**src/rtl/pf_switch_pkg.sv**
```systemverilog
// Shared switch-wide definitions: port count, port index width and the
// ingress write-side state encoding.
package pf_switch_pkg;

  localparam int N_PORTS   = 4;
  localparam int IDX_WIDTH = $clog2(N_PORTS);

  typedef enum logic [1:0] {
    IDLE = 2'd0,
    RECV = 2'd1,
    DROP = 2'd2
  } wr_state_t;

endpackage

```
**src/rtl/pkt_dst_fifo.sv**
```systemverilog
// Destination-port queue: one entry per committed packet, head entry is the
// destination of the packet currently at the head of the beat buffer.
module pkt_dst_fifo #(
  parameter int DEPTH     = 16,
  parameter int IDX_WIDTH = 2
) (
  input  logic                 clk,
  input  logic                 reset,
  input  logic                 push,
  input  logic [IDX_WIDTH-1:0] push_dst,
  input  logic                 pop,
  output logic [IDX_WIDTH-1:0] head,
  output logic                 empty
);

  localparam int AW = $clog2(DEPTH);
  localparam int PW = AW + 1;

  logic [IDX_WIDTH-1:0] mem [DEPTH];
  logic [PW-1:0]        wr_ptr_q, wr_ptr_d;
  logic [PW-1:0]        rd_ptr_q, rd_ptr_d;

  assign empty = (wr_ptr_q == rd_ptr_q);
  assign head  = mem[rd_ptr_q[AW-1:0]];

  // Pointer advance; overflow is impossible since each packet holds a beat slot.
  always_comb begin
    wr_ptr_d = push ? wr_ptr_q + PW'(1) : wr_ptr_q;
    rd_ptr_d = pop  ? rd_ptr_q + PW'(1) : rd_ptr_q;
  end

  // Pointer registers, cleared by reset.
  always_ff @(posedge clk) begin
    if (reset) begin
      wr_ptr_q <= '0;
      rd_ptr_q <= '0;
    end else begin
      wr_ptr_q <= wr_ptr_d;
      rd_ptr_q <= rd_ptr_d;
    end
  end

  // Storage array; contents are meaningless until referenced by the pointers.
  always_ff @(posedge clk) begin
    if (push) mem[wr_ptr_q[AW-1:0]] <= push_dst;
  end

endmodule

```
**src/rtl/ingress_pkt_buffer.sv**
```systemverilog
// Store-and-forward ingress buffer. Beats are written speculatively and only
// become visible to the scheduler once the packet's last beat is committed;
// packets that do not fit are discarded rather than back-pressured.
module ingress_pkt_buffer
  import pf_switch_pkg::*;
#(
  parameter int N_PORTS    = pf_switch_pkg::N_PORTS,
  parameter int IDX_WIDTH  = $clog2(N_PORTS),
  parameter int DATA_WIDTH = 8,
  parameter int DEPTH      = 16
) (
  input  logic                                clk,
  input  logic                                reset,
  input  logic [DATA_WIDTH-1:0]               in_data,
  input  logic                                in_valid,
  input  logic                                in_last,
  input  logic [IDX_WIDTH-1:0]                in_dst,
  output logic                                in_ready,
  output logic [DATA_WIDTH-1:0]               out_data,
  output logic                                out_valid,
  output logic                                out_last,
  output logic [IDX_WIDTH-1:0]                out_dst,
  input  logic                                out_ready,
  output logic [IDX_WIDTH+$clog2(DEPTH):0]    pkt_count,
  output logic [15:0]                         drop_count
);

  localparam int            AW      = $clog2(DEPTH);
  localparam int            PW      = AW + 1;
  localparam int            CW      = IDX_WIDTH + AW + 1;
  localparam logic [PW-1:0] DEPTH_P = PW'(DEPTH);

  wr_state_t            state_q, state_d;
  logic [PW-1:0]        wr_ptr_q, wr_ptr_d;
  logic [PW-1:0]        rd_ptr_q, rd_ptr_d;
  logic [PW-1:0]        commit_ptr_q, commit_ptr_d;
  logic [IDX_WIDTH-1:0] pend_dst_q, pend_dst_d;
  logic [CW-1:0]        pkt_count_q, pkt_count_d;
  logic [15:0]          drop_count_q, drop_count_d;

  logic [DATA_WIDTH-1:0] mem_data [DEPTH];
  logic                  mem_last [DEPTH];

  logic                 accept, full, wr_en, commit, pop, pop_last, fifo_empty;
  logic [IDX_WIDTH-1:0] push_dst, fifo_head;

  assign in_ready   = ~reset;
  assign accept     = in_valid & in_ready;
  // Full uses registered pointers only, so a same-cycle pop does not free a slot.
  assign full       = (wr_ptr_q - rd_ptr_q) == DEPTH_P;
  assign out_valid  = (rd_ptr_q != commit_ptr_q);
  assign out_data   = mem_data[rd_ptr_q[AW-1:0]];
  assign out_last   = out_valid & mem_last[rd_ptr_q[AW-1:0]];
  assign out_dst    = fifo_empty ? '0 : fifo_head;
  assign pop        = out_valid & out_ready;
  assign pop_last   = pop & out_last;
  assign pkt_count  = pkt_count_q;
  assign drop_count = drop_count_q;

  // Write FSM: accept, commit or discard incoming beats.
  always_comb begin
    state_d      = state_q;
    wr_ptr_d     = wr_ptr_q;
    commit_ptr_d = commit_ptr_q;
    pend_dst_d   = pend_dst_q;
    drop_count_d = drop_count_q;
    push_dst     = pend_dst_q;
    wr_en        = 1'b0;
    commit       = 1'b0;
    if (accept) begin
      case (state_q)
        IDLE, RECV: begin
          if (full) begin
            // Abandon the partial packet: forget every uncommitted beat.
            wr_ptr_d = commit_ptr_q;
            if (drop_count_q != 16'hFFFF) drop_count_d = drop_count_q + 16'd1;
            state_d = in_last ? IDLE : DROP;
          end else begin
            wr_en    = 1'b1;
            wr_ptr_d = wr_ptr_q + PW'(1);
            if (state_q == IDLE) begin
              pend_dst_d = in_dst;
              push_dst   = in_dst;
            end
            if (in_last) begin
              commit       = 1'b1;
              commit_ptr_d = wr_ptr_q + PW'(1);
              state_d      = IDLE;
            end else begin
              state_d = RECV;
            end
          end
        end
        DROP:    if (in_last) state_d = IDLE;
        default: state_d = IDLE;
      endcase
    end
  end

  // Read pointer and committed-packet count.
  always_comb begin
    rd_ptr_d    = pop ? rd_ptr_q + PW'(1) : rd_ptr_q;
    pkt_count_d = pkt_count_q;
    if (commit && !pop_last)      pkt_count_d = pkt_count_q + CW'(1);
    else if (!commit && pop_last) pkt_count_d = pkt_count_q - CW'(1);
  end

  // Control registers; reset discards everything, committed packets included.
  always_ff @(posedge clk) begin
    if (reset) begin
      state_q      <= IDLE;
      wr_ptr_q     <= '0;
      rd_ptr_q     <= '0;
      commit_ptr_q <= '0;
      pkt_count_q  <= '0;
      drop_count_q <= '0;
    end else begin
      state_q      <= state_d;
      wr_ptr_q     <= wr_ptr_d;
      rd_ptr_q     <= rd_ptr_d;
      commit_ptr_q <= commit_ptr_d;
      pkt_count_q  <= pkt_count_d;
      drop_count_q <= drop_count_d;
    end
  end

  // Datapath registers: beat storage and the pending destination.
  always_ff @(posedge clk) begin
    pend_dst_q <= pend_dst_d;
    if (wr_en) begin
      mem_data[wr_ptr_q[AW-1:0]] <= in_data;
      mem_last[wr_ptr_q[AW-1:0]] <= in_last;
    end
  end

  pkt_dst_fifo #(
    .DEPTH     (DEPTH),
    .IDX_WIDTH (IDX_WIDTH)
  ) u_dst_fifo (
    .clk      (clk),
    .reset    (reset),
    .push     (commit),
    .push_dst (push_dst),
    .pop      (pop_last),
    .head     (fifo_head),
    .empty    (fifo_empty)
  );

endmodule

```
**config.mk**
```make
export PLATFORM = sky130hd
export DESIGN_NAME = ingress_pkt_buffer
export DESIGN_NICKNAME = d
export VERILOG_FILES = /design/src/rtl/pf_switch_pkg.sv /design/src/rtl/pkt_dst_fifo.sv /design/src/rtl/ingress_pkt_buffer.sv
export SDC_FILE = /design/constraint.sdc
export NUM_CORES = 1
export LEC_CHECK = 0
export CORE_UTILIZATION = 45
export DETAILED_ROUTE_END_ITERATION = 16
export PLACE_DENSITY = 0.69
export REMOVE_ABC_BUFFERS = 1
export SETUP_SLACK_MARGIN = 0.4
export SYNTH_ARGS = -nofsm -noshare
export SYNTH_HDL_FRONTEND = slang
export SYNTH_HIERARCHICAL = 1
export SYNTH_SLANG_ARGS = --single-unit
export TNS_END_PERCENT = 100
```
**constraint.sdc**
```tcl
create_clock -name clk -period 11 [get_ports clk]
set_input_delay 2.75 -clock clk [delete_from_list [all_inputs] [get_ports clk]]
set_output_delay 2.75 -clock clk [all_outputs]
set_load 0.02 [all_outputs]
```
Word-level counts from Yosys, hierarchy flattened
Memory sizes are Yosys's and may differ from the RTL's. A register that Yosys moved wholly into a read port is not among the register bits. Cells that the tools add are included.

Register bits: 52. RAM bits: 176. Input port bits: 15. Output and inout port bits: 36. Logic and storage cells: 74. Memories: 3.

Memories: mem_data (words 16, width 8, rd ports 1, clocked after Yosys merged registers in 1, wr ports 1, RTL line ingress_pkt_buffer.sv:41) `logic [DATA_WIDTH-1:0] mem_data [DEPTH];`; u_dst_fifo.mem (words 16, width 2, rd ports 1, clocked after Yosys merged registers in 1, wr ports 1, RTL line pkt_dst_fifo.sv:19) `logic [IDX_WIDTH-1:0] mem [DEPTH];`; mem_last (words 16, width 1, rd ports 1, clocked after Yosys merged registers in 1, wr ports 1, RTL line ingress_pkt_buffer.sv:42) `logic mem_last [DEPTH];`.

Add/sub/neg operators: 8. Equal/unequal tests: 7. Mux-type cells: 30. Bitwise logic cells: 6. Reduce and logical (&&, ||, !) cells: 11.

Operators with widths (count): two-way mux 4 bit (6); adder 5 x 1 -> 5 bit, second input constant (4); adder 16 x 1 -> 16 bit, second input constant (1); two-way mux 2 bit (8); != test 16 bit, second input constant (1); two-way mux 7 bit (2); two-way mux 1 bit (12); AND reduction 4 bit (2); adder 7 x 1 -> 7 bit, second input constant (1); subtractor 7 x 1 -> 7 bit, second input constant (1); equality test 5 bit (1); equality test 5 bit, second input constant (1); two-way mux 5 bit (1); != test 5 bit (1); subtractor 5 bit (1); AND 1 bit (4); case mux 2 bit (2 select lines) (1); AND reduction 2 bit (2); equality test 2 x 1 -> 1 bit, second input constant (1); equality test 2 bit, second input constant (1); logical AND 1 bit (2); logical NOT 1 bit (2); logical NOT 2 bit (1); != test 2 bit, second input constant (1); 3 further kinds (4).

Longest topological paths before layout
Gate-level depths: netlist of run 1.

Depth after elaboration: 9. Mapped depth: 15.

Hierarchy
The synthesis of run 1 kept the hierarchy.

Modules (own cells, without submodules): ingress_pkt_buffer (times used 1, cells an instance 525, area each 8114.0 sq um, sequential area each 5245.0 sq um); pkt_dst_fifo (times used 1, cells an instance 134, area each 1953.1 sq um, sequential area each 1241.2 sq um).

Least setup slack after synthesis of run 1
Ideal clock, no wire load.

Path type: in2out. Start point: input reset. End point: output in_ready. Data arrival time: 3.391 ns. Path slack: 4.859 ns. Cell stages on the path: 3. Path buffers: 2. Cell sequence: clkbuf_1 > inv_1 > clkbuf_1.

Cells in the longest elaborated chain, start to end: 1.

RTL lines: start: declaration (RTL line ingress_pkt_buffer.sv:13) `input logic reset,`; NOT 1 bit (RTL line ingress_pkt_buffer.sv:47) `assign in_ready = ~reset;`; end: declaration (RTL line ingress_pkt_buffer.sv:18) `output logic in_ready,`.

No other way between the ends.

Worst setup path after layout of run 1
Same ends and word-level chain as after synthesis.

==> results of run 1 <==
## sequential cells by signal, summed over array words and instances, names as in the netlist, named ones only
name,flops
u_dst_fifo/rd_ptr_q,5
u_dst_fifo/mem,32
mem_data,128
u_dst_fifo/wr_ptr_q,5
state_q,2
commit_ptr_q,5
pkt_count,7
rd_ptr_q,5
drop_count,16
pend_dst_q,2
mem_last,16
wr_ptr_q,5
## how the worst max path moves through the flow
| stage | slack, ns | to | cells after the start | from |
|---|---|---|---|---|
| after floorplan | 5.23 | in_ready | 1 | reset |
| after global placement | 3.98 | in_ready | 4 | reset |
| after detailed placement | 3.95 | in_ready | 4 | reset |
| after CTS | 3.94 | in_ready | 4 | reset |
| after global routing | 3.82 | in_ready | 4 | reset |
| final | 3.92 | in_ready | 4 | reset |
## report_power, final
group	switching, W	total, W	internal [W]
Clock	0.000325	0.000800	0.000474
Combinational	0.000113	0.000219	0.000106
Sequential	0.0000148	0.000991	0.000977
Total	0.000454	0.00201	0.00156
## logic make-up after synthesis
kind of cell | share of synthesized area (%)
AOI/OAI and AO/OA | 4.60
buffers and inverters | 2.26
muxes | 13.2
adders and majority gates | 2.93
DFF | 64.4
and+or+nand+nor | 9.84
xor gates and xnor gates | 2.77
## cell type report
type	instances	area, um^2
fillers	1783	10200
clock inverters	9	78.8
multi-input cells	371	3360
clock buffers	35	713
repair buffers	63	593
well taps	280	350
flip-flops and latches	236	6490
inverters	20	75.1
## routing by layer
metal | GRT usage, % | up-vias
li1 | - | 2676
met1 | 23.1 | 2893
met2 | 32.2 | 172
met3 | 3.26 | 42
met4 | 5.20 | 0
met5 | 0 | -
## critical path, delay by kind of cell
family                 cells  cell delay, ns
buffers and inverters      4            1.56
## cell usage after synthesis, types with 2 or more instances
cell type / n
clkbuf_1: 18
nand2_1: 29
xnor2_1: 18
o21ai_0: 12
dfxtp_1: 60
nor2_1: 44
o311ai_0: 3
and2_1: 16
o31ai_1: 7
or4_1: 9
a21o_1: 2
ha_1: 22
nand3_1: 26
nand2b_1: 4
and3b_1: 2
o211ai_1: 5
edfxtp_1: 176
nand4_1: 7
mux4_2: 49
mux2_2: 4
buf_1: 3
inv_1: 20
nand3b_1: 2
a31oi_1: 3
mux4_1: 4
and3_1: 5
a22oi_1: 2
buf_6: 3
nor2b_1: 9
nor4_1: 9
xor2_1: 12
nor3_1: 9
or3_1: 4
buf_2: 8
mux2i_1: 6
a211oi_1: 3
a21oi_1: 21
and4_1: 2
## metrics by stage
step,hold slack (ns),instances
floorplan,0.464,627
global placement,0.484,970
detailed placement,0.493,970
CTS,0.502,1014
global route,0.541,1014
finish,0.501,1014
==> metrics.cfg, run 1 <==
[grt]
grt_max_degree = 55
antenna_found_initial = 0
grt_remaining_overflow = 0
grt_pass1_wl_mm = 31.8
grt_pass1_vias = 5920
grtUsageTotal_pct = 18.3

[sta]
slew_violations = 0
relSlewSlack_pct = 23.7
hold_violations = 0
rsz0062_at_grt = false
period_minus_slack_ns = 7.08
finClkSkew_ns = 0.00951
tightest_slew_ns = 1.14
period_share_pct = 64.4
layout_setup_ws_ns = 3.92
setup_tns_ns = 0
setup_viol = 0
fmax_mhz = 141

[worst_hold_path]
whs_endpoint = state_q[0]$_SDFFE_PP0P_
hp-start = state_q[0]$_SDFFE_PP0P_
hold_class = flip-flop to flip-flop
min_path_cells = 2

[clock_tree]
cts.sinks = 236
clkLatencyLatePin_ns = 0.51
cts_root_buffer = clkbuf_16
cts_setup_buffers = 0
path_clk_slew_ns = 0.06
postCtsResizedCells = 0
cts_tree = yes
postCtsHoldBufs = 0
htreeDepth = 1
numCtsBuffers = 24
clock_path_buffers = 3

[route]
wl_mm = 20.3
first_pass_iters = 5
vias = 5783
viasPerCell = 5.70
ant_nets = 0
top_layer = met4
wl_per_cell_um = 20.0
wl_met3_mm = 1.07
wl_met1_mm = 8.73
dr_wl_met2_mm = 10.1
drtIter0Drc = 327
drc_errors = 0

[finish]
diodes = 0
final_nets = 754
drive_gt1_share_pct = 15.5
finish.instance_area_um2 = 11700
layout.cells.most_common = edfxtp_1
post-route-util_pct = 53.3
area_delta_synth_final_pct = 15.8
final_cell_mix = edfxtp_1, dfxtp_1, mux4_2, clkdlybuf4s50_1, nor2_1

[placed_design]
port_buffers = 50
place_ws_ns = 3.95
dpl.hpwl_mm = 12.3
place_congestion = 0.789
dpl_cell_area_um2 = 10900

[synthesis]
synth-seq-cells = 236
synth_top_flop_cell = edfxtp_1
synth_area_leader_cell = edfxtp_1
synth_area_leaders = edfxtp_1, dfxtp_1, mux4_2
synth_warnings = 6
synth_edf_count = 176
ys_types = 59
netlist_instances = 659
synth-seq-area-share_pct = 64.4
synth-async-reset-ratio_pct = 0
yosysTopAreaCellShare_pct = 52.5
postSynthAreaPerCell_um2 = 15.3
synth_area_um2 = 10100

[floorplan]
rows = 54
die_area_um2 = 23000
die_w_um = 152
die_y_um = 152
core_um2 = 21900
initial_core_util_pct = 46.0
ios = 51

[worst_setup_path]
r2r_end = pkt_count[6]$_SDFFE_PP0P_
cp_max_fo = 54
path_cells = buf_2 > buf_4 > inv_1 > clkdlybuf4s50_1
critPathLaunchType = input pin
critical_path.max_stage_delay_ns = 0.63
critPathSlowestCell = clkdlybuf4s50_1
path_class = input pin to output port
r2r_cells = 12
end_kind = output port
worst_ep_required_time_ns = 8.25
rrSetupSlack_ns = 6.77
worstPathArrival_ns = 4.33
reg2reg_from = wr_ptr_q[3]$_SDFFE_PP0P_

[power]
total_power_w = 0.00201
leakage_nw = 3.81
p_per_area_nw_per_um2 = 172
ir_drop_mv = 0.117

[run]
maxCapViolCount = 0

[outcome]
status = completed

No activity file was read; power rests on OpenSTA's default activity.
==> run 2: changes to the inputs <==
clock period = 7.2 ns   (was 11 ns; I/O delays follow)
==> metrics.cfg, run 2 (synthesis results as in run 1) <==
[floorplan]
die_y_um = 152
die_w_um = 152
die_area_um2 = 23000
core_um2 = 21900
initial_core_util_pct = 46.0
rows = 54
ios = 51

[sta]
relSlewSlack_pct = 20.5
period_share_pct = 73.4
finClkSkew_ns = 0.0150
setup_tns_ns = 0
slew_violations = 0
fmax_mhz = 189
setup_viol = 0
hold_violations = 0
period_minus_slack_ns = 5.29
tightest_slew_ns = 1.19
rsz0062_at_grt = false

[clock_tree]
numCtsBuffers = 25
postCtsResizedCells = 0
cts_root_buffer = clkbuf_16
cts_setup_buffers = 0
cts.sinks = 236
clock_path_buffers = 3
clkLatencyLatePin_ns = 0.53
htreeDepth = 1
postCtsHoldBufs = 0
cts_tree = yes
path_clk_slew_ns = 0.06

[finish]
diodes = 0
final_cell_mix = edfxtp_1, dfxtp_1, mux4_2, clkdlybuf4s50_1, nor2_1
multi_input_area_um2 = 3360
drive_gt1_share_pct = 15.7
layout.cells.most_common = edfxtp_1
largest_reg_flops = 128
area_delta_synth_final_pct = 16.0
regArea_um2 = 6490
post_layout_nonfiller_instances = 1017
num-fill-cells = 1769
final_nets = 756
finish.instance_area_um2 = 11700

[grt]
grt_pass1_vias = 5916
antenna_found_initial = 0
grtUsageTotal_pct = 18.1
grt_remaining_overflow = 0
grt_max_degree = 37
grt_pass1_wl_mm = 31.7

[placed_design]
dpl.hpwl_mm = 12.5
dpl_cell_area_um2 = 10900
placed_cells = 971
place_congestion = 0.833
port_buffers = 50

[worst_setup_path]
crit_top_cell = mux4_2
end_kind = output port
path_class = flip-flop to output port
worst_ep_required_time_ns = 5.40
critical_path.max_stage_delay_ns = 0.93
critPathSlowestCell = dfxtp_2
cp_max_fo = 24
path_cells = buf_4 > mux4_2 > mux4_2 > clkdlybuf4s50_1
worstPathArrival_ns = 3.49
critPathLaunchType = flip-flop

[route]
viasPerCell = 5.70
drc_errors = 0
wl_mm = 20.1
ant_nets = 0
first_pass_iters = 5
vias = 5801
wl_per_cell_um = 19.7
drtIter0Drc = 392

[power]
seq_power_share_pct = 49.3
total_power_w = 0.00310
p_comb_share_pct = 10.4
p_sw_share_pct = 23.3
internal_power_w = 0.00238
net-switching-power_w = 0.000723
ir_drop_mv = 0.189
p_per_area_nw_per_um2 = 266
leakage_nw = 3.82
power_frac_clock_pct = 40.3

[outcome]
status = completed

[run]
maxCapViolCount = 0

[worst_hold_path]
hold_class = flip-flop to flip-flop

[run 2: cell type report]
type,instances,area share [%]
timing repair buffer,64,5.14
clock inverter,17,1.35
sequential,236,55.5
inverter,20,0.643
clock buffer,29,5.57
tap,280,3.00
multi-input combinational,371,28.8
[run 2: per-stage QoR]
| step | utilization (%) | hold WS (ns) | worst slack (ns) |
|---|---|---|---|
| 2_1_floorplan | - | 0.464 | 2.45 |
| 3_3_place_gp | 49.7 | 0.480 | 2.07 |
| 3_5_place_dp | 49.7 | 0.492 | 1.82 |
| 4_1_cts | 53.4 | 0.509 | 1.81 |
| 5_1_grt | 53.4 | 0.525 | 1.70 |
| 6_report | 53.4 | 0.501 | 1.91 |
[run 2: worst max-delay path, delay by kind of cell (launching register included)]
family,cells,cell delay (ns)
buf+inv,2,0.97
flops,1,0.93
mux,2,1.04
[run 2: metal layers]
metal,global-route usage [%],part of all wire [%],up-vias,wire length (um)
li1,-,-,2669,-
met1,22.6,42,2927,8490
met2,32.0,51,171,10100
met3,3.41,4.7,34,936
met4,5.20,2.4,0,482
met5,0,0,-,0
[run 2: final timing paths]
kind | slack [ns] | cells after the start | startpoint | endpoint
max | 1.91 | 4 | flip-flop | out_data[6]
min | 0.50 | 2 | drop_count[13]$_SDFFE_PP0P_ | drop_count[13]$_SDFFE_PP0P_
max reg2reg | 2.83 | 11 | flip-flop | pkt_count[6]$_SDFFE_PP0P_
min reg2reg | 0.50 | 2 | drop_count[13]$_SDFFE_PP0P_ | drop_count[13]$_SDFFE_PP0P_
[run 2: power by group through the flow]
stage / registers (W) / logic (W) / clock network, W
final: 0.00153 / 0.000323 / 0.00125
after global routing: 0.00153 / 0.000350 / 0.00133
after CTS: 0.00153 / 0.000325 / 0.00127
after detailed placement: 0.00156 / 0.000323 / 0
after global placement: 0.00156 / 0.000312 / 0
after floorplan: 0.00157 / 0.000198 / 0
==> run 3: changes to the inputs <==
clock period = 5.1 ns   (was 7.2 ns; I/O delays follow)
==> metrics.cfg, run 3 (synthesis results as in run 1) <==
[power]
internal_power_w = 0.00332
p_per_area_nw_per_um2 = 367
ir_drop_mv = 0.239
power_frac_clock_pct = 39.1
seq_power_share_pct = 50.1
leakage_nw = 3.87
p_sw_share_pct = 23.0
net-switching-power_w = 0.000990
p_comb_share_pct = 10.8

[clock_tree]
numCtsBuffers = 25
clkLatencyLatePin_ns = 0.52
clock_path_buffers = 3
cts.sinks = 236
postCtsResizedCells = 0
postCtsHoldBufs = 0
cts_root_buffer = clkbuf_16
path_clk_slew_ns = 0.06
cts_setup_buffers = 0
htreeDepth = 1
cts_tree = yes

[run]
maxCapViolCount = 0

[sta]
rsz0062_at_grt = false
whs_ns = 0.509
hold_violations = 0
fmax_mhz = 226
period_share_pct = 86.8
setup_tns_ns = 0
period_minus_slack_ns = 4.42
slew_violations = 0
finClkSkew_ns = 0.0109
relSlewSlack_pct = 44.7
tightest_slew_ns = 0.828
setup_viol = 0

[route]
viasPerCell = 5.74
drc_errors = 0
drtIter0Drc = 397
vias = 5881
ant_nets = 0
wl_mm = 20.6
first_pass_iters = 5
wl_per_cell_um = 20.1

[finish]
largest_reg_flops = 128
layout.cells.most_common = edfxtp_1
final_nets = 766
diodes = 0
area_delta_synth_final_pct = 16.6
post_layout_nonfiller_instances = 1025
final_cell_mix = edfxtp_1, dfxtp_1, mux4_2, clkdlybuf4s50_1, nor2_1
drive_gt1_share_pct = 16.5

[outcome]
status = completed

[worst_hold_path]
hold_class = flip-flop to flip-flop

[worst_setup_path]
end_kind = output port
path_cells = buf_12 > mux4_2 > mux4_2 > clkdlybuf4s50_1
path_class = flip-flop to output port
r2r_end = pkt_count[6]$_SDFFE_PP0P_
r2r_cells = 11
path_depth = 4
rrSetupSlack_ns = 0.95
worst_ep_required_time_ns = 3.83
critical_path.max_stage_delay_ns = 0.73
cp_top_family = multiplexers
worstPathArrival_ns = 3.15
crit_path_end = out_data[3]
crit_top_cell = mux4_2
path_buf_inv = 2
critPathSlowestCell = dfxtp_2
cp_max_fo = 22
critPathLaunchType = flip-flop

[floorplan]
ios = 51
die_w_um = 152
die_y_um = 152
rows = 54
die_area_um2 = 23000
core_um2 = 21900
initial_core_util_pct = 46.0

[grt]
antenna_found_initial = 0
grt_pass1_vias = 5923
grt_remaining_overflow = 0
grtUsageTotal_pct = 18.7
grt_pass1_wl_mm = 32.3
grt_max_degree = 53

[placed_design]
place_congestion = 0.826
port_buffers = 50
dpl.hpwl_mm = 13.0
placed_cells = 981

==> run 3: worst min path at each step <==
stage	startpoint	endpoint	slack (ns)	cells after the start
floorplan	commit_ptr_q[3]$_SDFFE_PP0P_	commit_ptr_q[3]$_SDFFE_PP0P_	0.46	2
CTS	drop_count[13]$_SDFFE_PP0P_	drop_count[13]$_SDFFE_PP0P_	0.50	2
global route	drop_count[11]$_SDFFE_PP0P_	drop_count[11]$_SDFFE_PP0P_	0.53	2
finish	drop_count[13]$_SDFFE_PP0P_	drop_count[13]$_SDFFE_PP0P_	0.51	2
global placement	drop_count[9]$_SDFFE_PP0P_	drop_count[9]$_SDFFE_PP0P_	0.48	2
detailed placement	drop_count[13]$_SDFFE_PP0P_	drop_count[13]$_SDFFE_PP0P_	0.49	2
==> run 3: layer usage <==
metal	track usage, %	part of all wire (%)
met3	3.08	4.1
met1	24.3	43
met2	32.3	51
met4	4.95	2.1
met5	0	0
==> run 3: area by class of cell <==
type,instances,area [um^2]
Clock buffer,29,661
Clock inverter,15,103
Fill cell,1761,10200
Inverter,20,75.1
Multi-Input combinational cell,371,3360
Sequential cell,236,6490
Tap cell,280,350
Timing Repair Buffer,74,701
==> run 3: power groups by stage <==
stage                     sequential [W]  combinational, W  clock (W)
after floorplan                  0.00221          0.000279          0
after global placement           0.00219          0.000453          0
after global routing             0.00216          0.000508    0.00180
after CTS                        0.00216          0.000471    0.00172
after detailed placement         0.00220          0.000467          0
final                            0.00216          0.000466    0.00168
==> run 3: worst min-delay path, cell delays in order (launching register included) <==
cell and delay [ns]:
dfxtp_1 0.33, o31ai_1 0.07, a21oi_1 0.06
==> run 3: stage by stage <==
step / instance area, um^2 / total power, W / utilization, % / setup slack, ns
finish: 11700 / 0.00431 / 53.6 / 0.675
global route: 11700 / 0.00447 / 53.6 / 0.523
CTS: 11700 / 0.00435 / 53.6 / 0.599
detailed placement: 11000 / 0.00266 / 50.1 / 0.542
global placement: 11000 / 0.00265 / 50.1 / 0.825
floorplan: 9910 / 0.00249 / - / 0.654
